<file path="src/rtl/bin_accum_sequencer_if.sv">
// FFT-beat / accumulator-write / dump bundle between the bin sequencer (master) and its peers (slave).
// Dump handshake: dump_req is held with dump_bank stable until a cycle with dump_ack=1 and dump_req=1.
// The sequencer drops dump_req the following cycle. dump_ack while dump_req is low has no effect.
interface bin_accum_sequencer_if #(
  parameter int BIN_W = 9
);
  logic             fft_valid;
  logic             fft_sop;
  logic [BIN_W-1:0] bin_num;
  logic             bin_we;
  logic             acc_first;
  logic             dump_req;
  logic             dump_bank;
  logic             dump_ack;

  modport master (
    input  fft_valid, fft_sop, dump_ack,
    output bin_num, bin_we, acc_first, dump_req, dump_bank
  );

  modport slave (
    output fft_valid, fft_sop, dump_ack,
    input  bin_num, bin_we, acc_first, dump_req, dump_bank
  );
endinterface

</file>
<file path="src/rtl/bin_accum_sequencer.sv">
// Steers the FFT bin stream into ping-pong accumulation banks and hands finished banks to the packetizer.
// Optional idle watchdog (timeout_err port) when BINSEQ_TIMEOUT_EN is defined.
module bin_accum_sequencer #(
  parameter int BINS  = 512,
  parameter int BIN_W = $clog2(BINS)
`ifdef BINSEQ_TIMEOUT_EN
  ,
  parameter int TIMEOUT = 4096
`endif
) (
  input  logic        clk,
  input  logic        areset_n,
  input  logic        enable,
  input  logic [15:0] n_accum,
  bin_accum_sequencer_if.master bus,
  output logic        wr_bank,
  output logic [31:0] acc_count,
  output logic        sync_err,
  output logic        overrun,
`ifdef BINSEQ_TIMEOUT_EN
  output logic        timeout_err,
`endif
  output logic [1:0]  state_o
);

  typedef enum logic [1:0] {
    S_IDLE  = 2'd0,
    S_SYNC  = 2'd1,
    S_ACCUM = 2'd2
  } state_t;

  localparam logic [BIN_W-1:0] LAST_BIN = BIN_W'(BINS - 1);

  state_t           state_q, state_d;
  logic [BIN_W-1:0] bin_q, bin_d;
  logic [15:0]      frame_q, frame_d;
  logic [15:0]      n_lat_q, n_lat_d;
  logic [BIN_W-1:0] bin_num_q, bin_num_d;
  logic             bin_we_q, bin_we_d;
  logic             acc_first_q, acc_first_d;
  logic             wr_bank_q, wr_bank_d;
  logic             dump_req_q, dump_req_d;
  logic             dump_bank_q, dump_bank_d;
  logic [31:0]      acc_count_q, acc_count_d;
  logic             sync_err_q, sync_err_d;
  logic             overrun_q, overrun_d;
  logic [BIN_W-1:0] cur_bin;
  logic [15:0]      cur_frame;
  logic [15:0]      last_frame;

`ifdef BINSEQ_TIMEOUT_EN
  localparam int WD_W = $clog2(TIMEOUT + 1);
  logic [WD_W-1:0] wdog_q, wdog_d;
  logic            timeout_q, timeout_d;
`endif

  // n_accum of 0 behaves as a single-frame accumulation.
  assign last_frame = (n_lat_q == 16'd0) ? 16'd0 : n_lat_q - 16'd1;

  always_comb begin
    state_d     = state_q;
    bin_d       = bin_q;
    frame_d     = frame_q;
    n_lat_d     = n_lat_q;
    bin_num_d   = bin_num_q;
    bin_we_d    = 1'b0;
    acc_first_d = 1'b0;
    wr_bank_d   = wr_bank_q;
    dump_bank_d = dump_bank_q;
    acc_count_d = acc_count_q;
    sync_err_d  = sync_err_q;
    overrun_d   = overrun_q;
    dump_req_d  = dump_req_q & ~bus.dump_ack;
    cur_bin     = bin_q;
    cur_frame   = frame_q;
`ifdef BINSEQ_TIMEOUT_EN
    wdog_d      = '0;
    timeout_d   = timeout_q;
`endif

    case (state_q)
      S_IDLE: begin
        bin_d   = '0;
        frame_d = '0;
        if (enable) begin
          state_d = S_SYNC;
          n_lat_d = n_accum;
        end
      end

      S_SYNC: begin
        if (!enable) begin
          state_d = S_IDLE;
        end else if (bus.fft_valid && bus.fft_sop) begin
          bin_we_d    = 1'b1;
          bin_num_d   = '0;
          acc_first_d = 1'b1;
          bin_d       = BIN_W'(1);
          frame_d     = '0;
          state_d     = S_ACCUM;
        end
      end

      S_ACCUM: begin
        if (bus.fft_valid) begin
          // A mid-frame sop resynchronises: this beat restarts the accumulation at bin 0.
          if (bus.fft_sop && (bin_q != '0)) begin
            sync_err_d = 1'b1;
            cur_bin    = '0;
            cur_frame  = '0;
          end
          bin_we_d    = 1'b1;
          bin_num_d   = cur_bin;
          acc_first_d = (cur_frame == 16'd0);
          bin_d       = cur_bin + BIN_W'(1);
          frame_d     = (cur_bin == LAST_BIN) ? cur_frame + 16'd1 : cur_frame;
          if ((cur_bin == LAST_BIN) && (cur_frame == last_frame)) begin
            frame_d = '0;
            n_lat_d = n_accum;
            if (!dump_req_q || bus.dump_ack) begin
              dump_bank_d = wr_bank_q;
              wr_bank_d   = ~wr_bank_q;
              dump_req_d  = 1'b1;
              acc_count_d = acc_count_q + 32'd1;
            end else begin
              overrun_d = 1'b1;
            end
            if (!enable) state_d = S_IDLE;
          end
        end
`ifdef BINSEQ_TIMEOUT_EN
        else if (wdog_q == WD_W'(TIMEOUT - 1)) begin
          timeout_d = 1'b1;
          state_d   = S_SYNC;
          bin_d     = '0;
          frame_d   = '0;
        end else begin
          wdog_d = wdog_q + WD_W'(1);
        end
`endif
      end

      default: state_d = S_IDLE;
    endcase
  end

  always_ff @(posedge clk or negedge areset_n) begin
    if (!areset_n) begin
      state_q     <= S_IDLE;
      bin_q       <= '0;
      frame_q     <= '0;
      n_lat_q     <= '0;
      bin_num_q   <= '0;
      bin_we_q    <= 1'b0;
      acc_first_q <= 1'b0;
      wr_bank_q   <= 1'b0;
      dump_req_q  <= 1'b0;
      dump_bank_q <= 1'b0;
      acc_count_q <= '0;
      sync_err_q  <= 1'b0;
      overrun_q   <= 1'b0;
    end else begin
      state_q     <= state_d;
      bin_q       <= bin_d;
      frame_q     <= frame_d;
      n_lat_q     <= n_lat_d;
      bin_num_q   <= bin_num_d;
      bin_we_q    <= bin_we_d;
      acc_first_q <= acc_first_d;
      wr_bank_q   <= wr_bank_d;
      dump_req_q  <= dump_req_d;
      dump_bank_q <= dump_bank_d;
      acc_count_q <= acc_count_d;
      sync_err_q  <= sync_err_d;
      overrun_q   <= overrun_d;
    end
  end

`ifdef BINSEQ_TIMEOUT_EN
  always_ff @(posedge clk or negedge areset_n) begin
    if (!areset_n) begin
      wdog_q    <= '0;
      timeout_q <= 1'b0;
    end else begin
      wdog_q    <= wdog_d;
      timeout_q <= timeout_d;
    end
  end

  assign timeout_err = timeout_q;
`endif

  assign bus.bin_num   = bin_num_q;
  assign bus.bin_we    = bin_we_q;
  assign bus.acc_first = acc_first_q;
  assign bus.dump_req  = dump_req_q;
  assign bus.dump_bank = dump_bank_q;
  assign wr_bank       = wr_bank_q;
  assign acc_count     = acc_count_q;
  assign sync_err      = sync_err_q;
  assign overrun       = overrun_q;
  assign state_o       = state_q;

endmodule
</file>
<file path="src/flat_wrapper.sv">
// flat-port wrapper written by rule: the top's interface ports become plain ports
module bin_accum_sequencer_flat 
#(
  parameter int BINS  = 512,
  parameter int BIN_W = $clog2(BINS)

)
  (clk, areset_n, enable, n_accum, wr_bank, acc_count, sync_err, overrun, state_o, bus_fft_valid, bus_fft_sop, bus_dump_ack, bus_bin_num, bus_bin_we, bus_acc_first, bus_dump_req, bus_dump_bank);
  bin_accum_sequencer_if #(.BIN_W(BIN_W)) bus_i ();
  input  logic clk;
  input  logic areset_n;
  input  logic enable;
  input  logic [15:0] n_accum;
  output logic wr_bank;
  output logic [31:0] acc_count;
  output logic sync_err;
  output logic overrun;
  output logic [1:0] state_o;
  input wire logic [$bits(bus_i.fft_valid)-1:0] bus_fft_valid;
  input wire logic [$bits(bus_i.fft_sop)-1:0] bus_fft_sop;
  input wire logic [$bits(bus_i.dump_ack)-1:0] bus_dump_ack;
  output wire logic [$bits(bus_i.bin_num)-1:0] bus_bin_num;
  output wire logic [$bits(bus_i.bin_we)-1:0] bus_bin_we;
  output wire logic [$bits(bus_i.acc_first)-1:0] bus_acc_first;
  output wire logic [$bits(bus_i.dump_req)-1:0] bus_dump_req;
  output wire logic [$bits(bus_i.dump_bank)-1:0] bus_dump_bank;
  assign bus_i.fft_valid = bus_fft_valid;
  assign bus_i.fft_sop = bus_fft_sop;
  assign bus_i.dump_ack = bus_dump_ack;
  assign bus_bin_num = bus_i.bin_num;
  assign bus_bin_we = bus_i.bin_we;
  assign bus_acc_first = bus_i.acc_first;
  assign bus_dump_req = bus_i.dump_req;
  assign bus_dump_bank = bus_i.dump_bank;
  bin_accum_sequencer #(.BINS(BINS), .BIN_W(BIN_W)) u_core (.clk(clk), .areset_n(areset_n), .enable(enable), .n_accum(n_accum), .bus(bus_i), .wr_bank(wr_bank), .acc_count(acc_count), .sync_err(sync_err), .overrun(overrun), .state_o(state_o));
endmodule
</file>
<file path="config.mk">
export PLATFORM = sky130hd
export DESIGN_NAME = bin_accum_sequencer_flat
export DESIGN_NICKNAME = d
export VERILOG_FILES = /design/src/rtl/bin_accum_sequencer_if.sv /design/src/rtl/bin_accum_sequencer.sv /design/src/flat_wrapper.sv
export SDC_FILE = /design/constraint.sdc
export NUM_CORES = 1
export LEC_CHECK = 0
export BUFFER_PORTS_ARGS = -buffer_cell sky130_fd_sc_hd__buf_2
export CAP_MARGIN = 20
export CELL_PAD_IN_SITES_DETAIL_PLACEMENT = 1
export CELL_PAD_IN_SITES_GLOBAL_PLACEMENT = 1
export CORE_MARGIN = 5
export CORE_UTILIZATION = 41
export DETAILED_ROUTE_END_ITERATION = 8
export GPL_TIMING_DRIVEN = 0
export PLACE_DENSITY = 0.79
export SYNTH_ARGS = -nofsm -noshare
export SYNTH_HDL_FRONTEND = slang
export SYNTH_SLANG_ARGS = --single-unit
</file>
<file path="constraint.sdc">
create_clock -name clk -period 4.1 [get_ports clk]
set_input_delay 0.205 -clock clk [delete_from_list [all_inputs] [get_ports clk]]
set_output_delay 0.205 -clock clk [all_outputs]
set_load 0.1 [all_outputs]
</file>
==> reports/qor.csv <==
stage,metric,value,unit
outcome,outcome,completed,
cells_and_area,NumNets Final,681,
synth,"FF+latch count, synth",91,
grt,Total GRT Usage,19.8,%
die,Cell Rows,42,
cells_and_area,Util after Layout,49.1,%
power,VDD IR-drop max,277,uV
place,PortBufs,70,
die,initial core utilization,41.3,%
routing,Via density,5.76,
synth,Synth async-reset ratio,100,%
place,"worst slack, placed",-646,ps
sta,setup violators final,0,
power,total chip power,3.20,mW
sta,min cycle time layout,3870,ps
place,routability cong.,0.899,
clock_network,Num CTS Buffers,9,
clock_network,Clock H-tree levels,3,
synth,"EDFF count, synth",0,
critical_path,slowest cell delay on critical path,530,ps
grt,first-pass GRT wire length,25600,um
routing,DRC violation count after routing,0,
clock_network,Max clock buf depth,2,
critical_path,crit end category,register,
sta,Slew @ Worst Pin,944,ps
job,Max Cap Viol,0,
synth,cells after synthesis,561,
clock_network,Sink Count,91,
die,die extent in y,125,um
clock_network,clock root buffer,clkbuf_16,
sta,Worst Slack Setup Final,227,ps
cells_and_area,layout cells sized above 1,22.8,%
grt,largest net degree at the start of global routing,63,
routing,final WL,15500,um
routing,Pre-Repair DR Iteration Count,4,
sta,setup TNS,0,ps
synth,mapped cell area,0.00543,mm^2
routing,1st-iter DRT viols,299,
cells_and_area,Non-Filler Instances,830,
cells_and_area,finished layout cell area,0.00645,mm^2
power,PwrDens,496,mW/mm^2
cells_and_area,fillers,1527,
sta,Fin Hold WS,75.8,ps
routing,number of antenna-violating nets in the routed design,0,
critical_path,startpoint types,register,
routing,DR vias,4782,
cells_and_area,P&R area growth vs syn,18.8,%
sta,FMAX,258,MHz
sta,skew final,9.15,ps
synth,Synth cell types,77,
cells_and_area,"commonest non-fill, non-tap cell in the layout",dfrtp_1,
critical_path,Worst Path Arrival,4090,ps
sta,fin crit share,94.5,%
synth,largest cells by area after synthesis,"dfrtp_1 (42%), xnor2_1 (4.0%), nand2_1 (3.5%), xor2_1 (3.2%), nand3_1 (2.3%)",
clock_network,CTS tree,yes,
clock_network,Clock Latency Late Sink,350,ps
die,total core area,0.0131,mm^2
die,Die X,125,um
synth,post-synthesis sequential area ratio,41.9,%
die,Die ar.,0.0156,mm^2
synth,top-area cell type share of the netlist area,41.9,%
synth,Post-Syn Nets,592,
place,DP Cell Count,808,
routing,Routed WL per cell,18.7,um
synth,YS warnings,0,
critical_path,worst-path maximum fanout,10,
synth,cell taking the most area after synthesis,dfrtp_1,
critical_path,sequence of cells on the critical path,"inv_1, ha_1, or3b_1, clkbuf_2, or4_4, nand3_1, o21ai_0, a211oi_1, o2111ai_2, o31ai_2, o211ai_4, buf_6, mux2_1",
place,DPL Wire Length,11400,um
sta,Final Max Tran Viols,0,
grt,initial antenna violation count,0,
grt,number of global-route vias before repair,5145,
place,"Cell Area, Placed",0.00603,mm^2
clock_network,register clock-pin slew on the reported worst setup and hold paths,60,ps
grt,gr ovfl total,0,
synth,Mapped Avg Cell Area,9.68,um^2
critical_path,WP data required,4320,ps
hold_path,worst hold-check path type,in2reg,
critical_path,crit path max-delay cell type,or4_4,
sta,final hold violation count,0,
cells_and_area,number of diodes,0,
power,P_leak,2.93,nW
cells_and_area,"commonest cells after routing, fill and taps aside","dfrtp_1 (90), buf_2 (73), nand2_1 (49)",
critical_path,critical path type,reg2reg,
sta,Relative slew margins,36.5,%
synth,main flop type after synthesis,dfrtp_1,
die,boundary pin count,72,
## area by class of cell
cell class / instances / area [um^2] / share of cell area, %
multi-input cells: 423 / 3000 / 46.5
flip-flops and latches: 91 / 2280 / 35.3
repair buffers: 79 / 443 / 6.87
clock buffers: 10 / 239 / 3.71
well taps: 176 / 220 / 3.41
plain buffers: 28 / 164 / 2.54
inverters: 18 / 67.6 / 1.05
clock inverters: 5 / 37.5 / 0.582
## state kept, by name, indices dropped and copies added (netlist names), 2 cells and up
| signal | flops |
|---|---|
| u_core.n_lat_q | 16 |
| u_core.frame_q | 16 |
| u_core.acc_count | 32 |
| u_core.bin_q | 9 |
| u_core.bus.bin_num | 9 |
| u_core.state_o | 2 |
## final timing paths
path	from	end	slack (ps)	depth (start not counted)
min in group asynchronous	areset_n	u_core.n_lat_q[4]	350	2
worst max-delay path	u_core.n_lat_q[0]	u_core.n_lat_q[5]	230	13
max in group asynchronous	areset_n	u_core.state_o[0]	3110	3
worst min register to register	u_core.overrun	u_core.overrun	450	1
worst max register to register	u_core.n_lat_q[0]	u_core.n_lat_q[5]	230	13
worst min-delay path	n_accum[14]	u_core.n_lat_q[14]	80	2
## cell usage after synthesis, types with 3 or more instances
cell / n
buf_2: 5
and2_1: 4
or3_1: 8
ha_1: 9
nor2_1: 31
a21oi_1: 14
or4_1: 4
inv_1: 18
nor3_1: 13
xnor2_1: 25
o211ai_1: 5
a21boi_0: 3
o22ai_1: 4
and3_1: 19
xor2_1: 20
o211ai_2: 3
buf_6: 4
o21ai_0: 20
a31oi_1: 7
or4_4: 4
a22o_1: 12
clkbuf_1: 16
and4_1: 6
or2_2: 3
nand4_1: 16
nor4_1: 7
mux2i_1: 3
dfrtp_1: 91
o31ai_1: 12
nand2b_1: 5
nand3_1: 25
mux2_2: 9
nor4_2: 6
nand2_1: 50
a22oi_1: 8
mux2_1: 10
nor2b_1: 11
## timing repair
item	CTS	global route
setup endpoints to repair	14	58
resized for setup	8	16
pin swaps	2	5
endpoints found under the hold margin	29	0
cloned	0	0
buffers inserted	1	6
hold buffers	1	0
## critical path: cells and delay by family (launching register included)
kind,cells,cell delay (ps)
adder cells (fa/ha/maj),1,200
buffers and inverters,3,510
AO/OA/AOI/OAI,5,1260
multiplexers,1,330
AND/OR/NAND/NOR,3,980
flip-flops,1,460
## metal layers
| metal | vias up | global-route usage [%] | routed length [um] |
|---|---|---|---|
| met5 | - | 0 | 0 |
| met4 | 0 | 8.42 | 349 |
| met3 | 27 | 3.54 | 584 |
| met2 | 102 | 33.7 | 7720 |
| met1 | 2400 | 24.7 | 6840 |
| li1 | 2253 | - | - |
## cells by family after synthesis
logic type / share of synthesized area, %
AO/OA/AOI/OAI: 16.0
flip-flops: 41.9
multiplexers: 4.49
XOR/XNOR: 7.26
adder cells (fa/ha/maj): 2.07
AND/OR/NAND/NOR: 24.2
buffers and inverters: 4.01
## power breakdown
part / switching, mW / internal (mW) / leakage (nW)
clock: 0.359 / 0.426 / 0.131
combinational: 0.826 / 0.437 / 1.58
sequential: 0.149 / 1.00 / 1.22
total: 1.33 / 1.87 / 2.93
No activity file was read; power rests on OpenSTA's default activity.
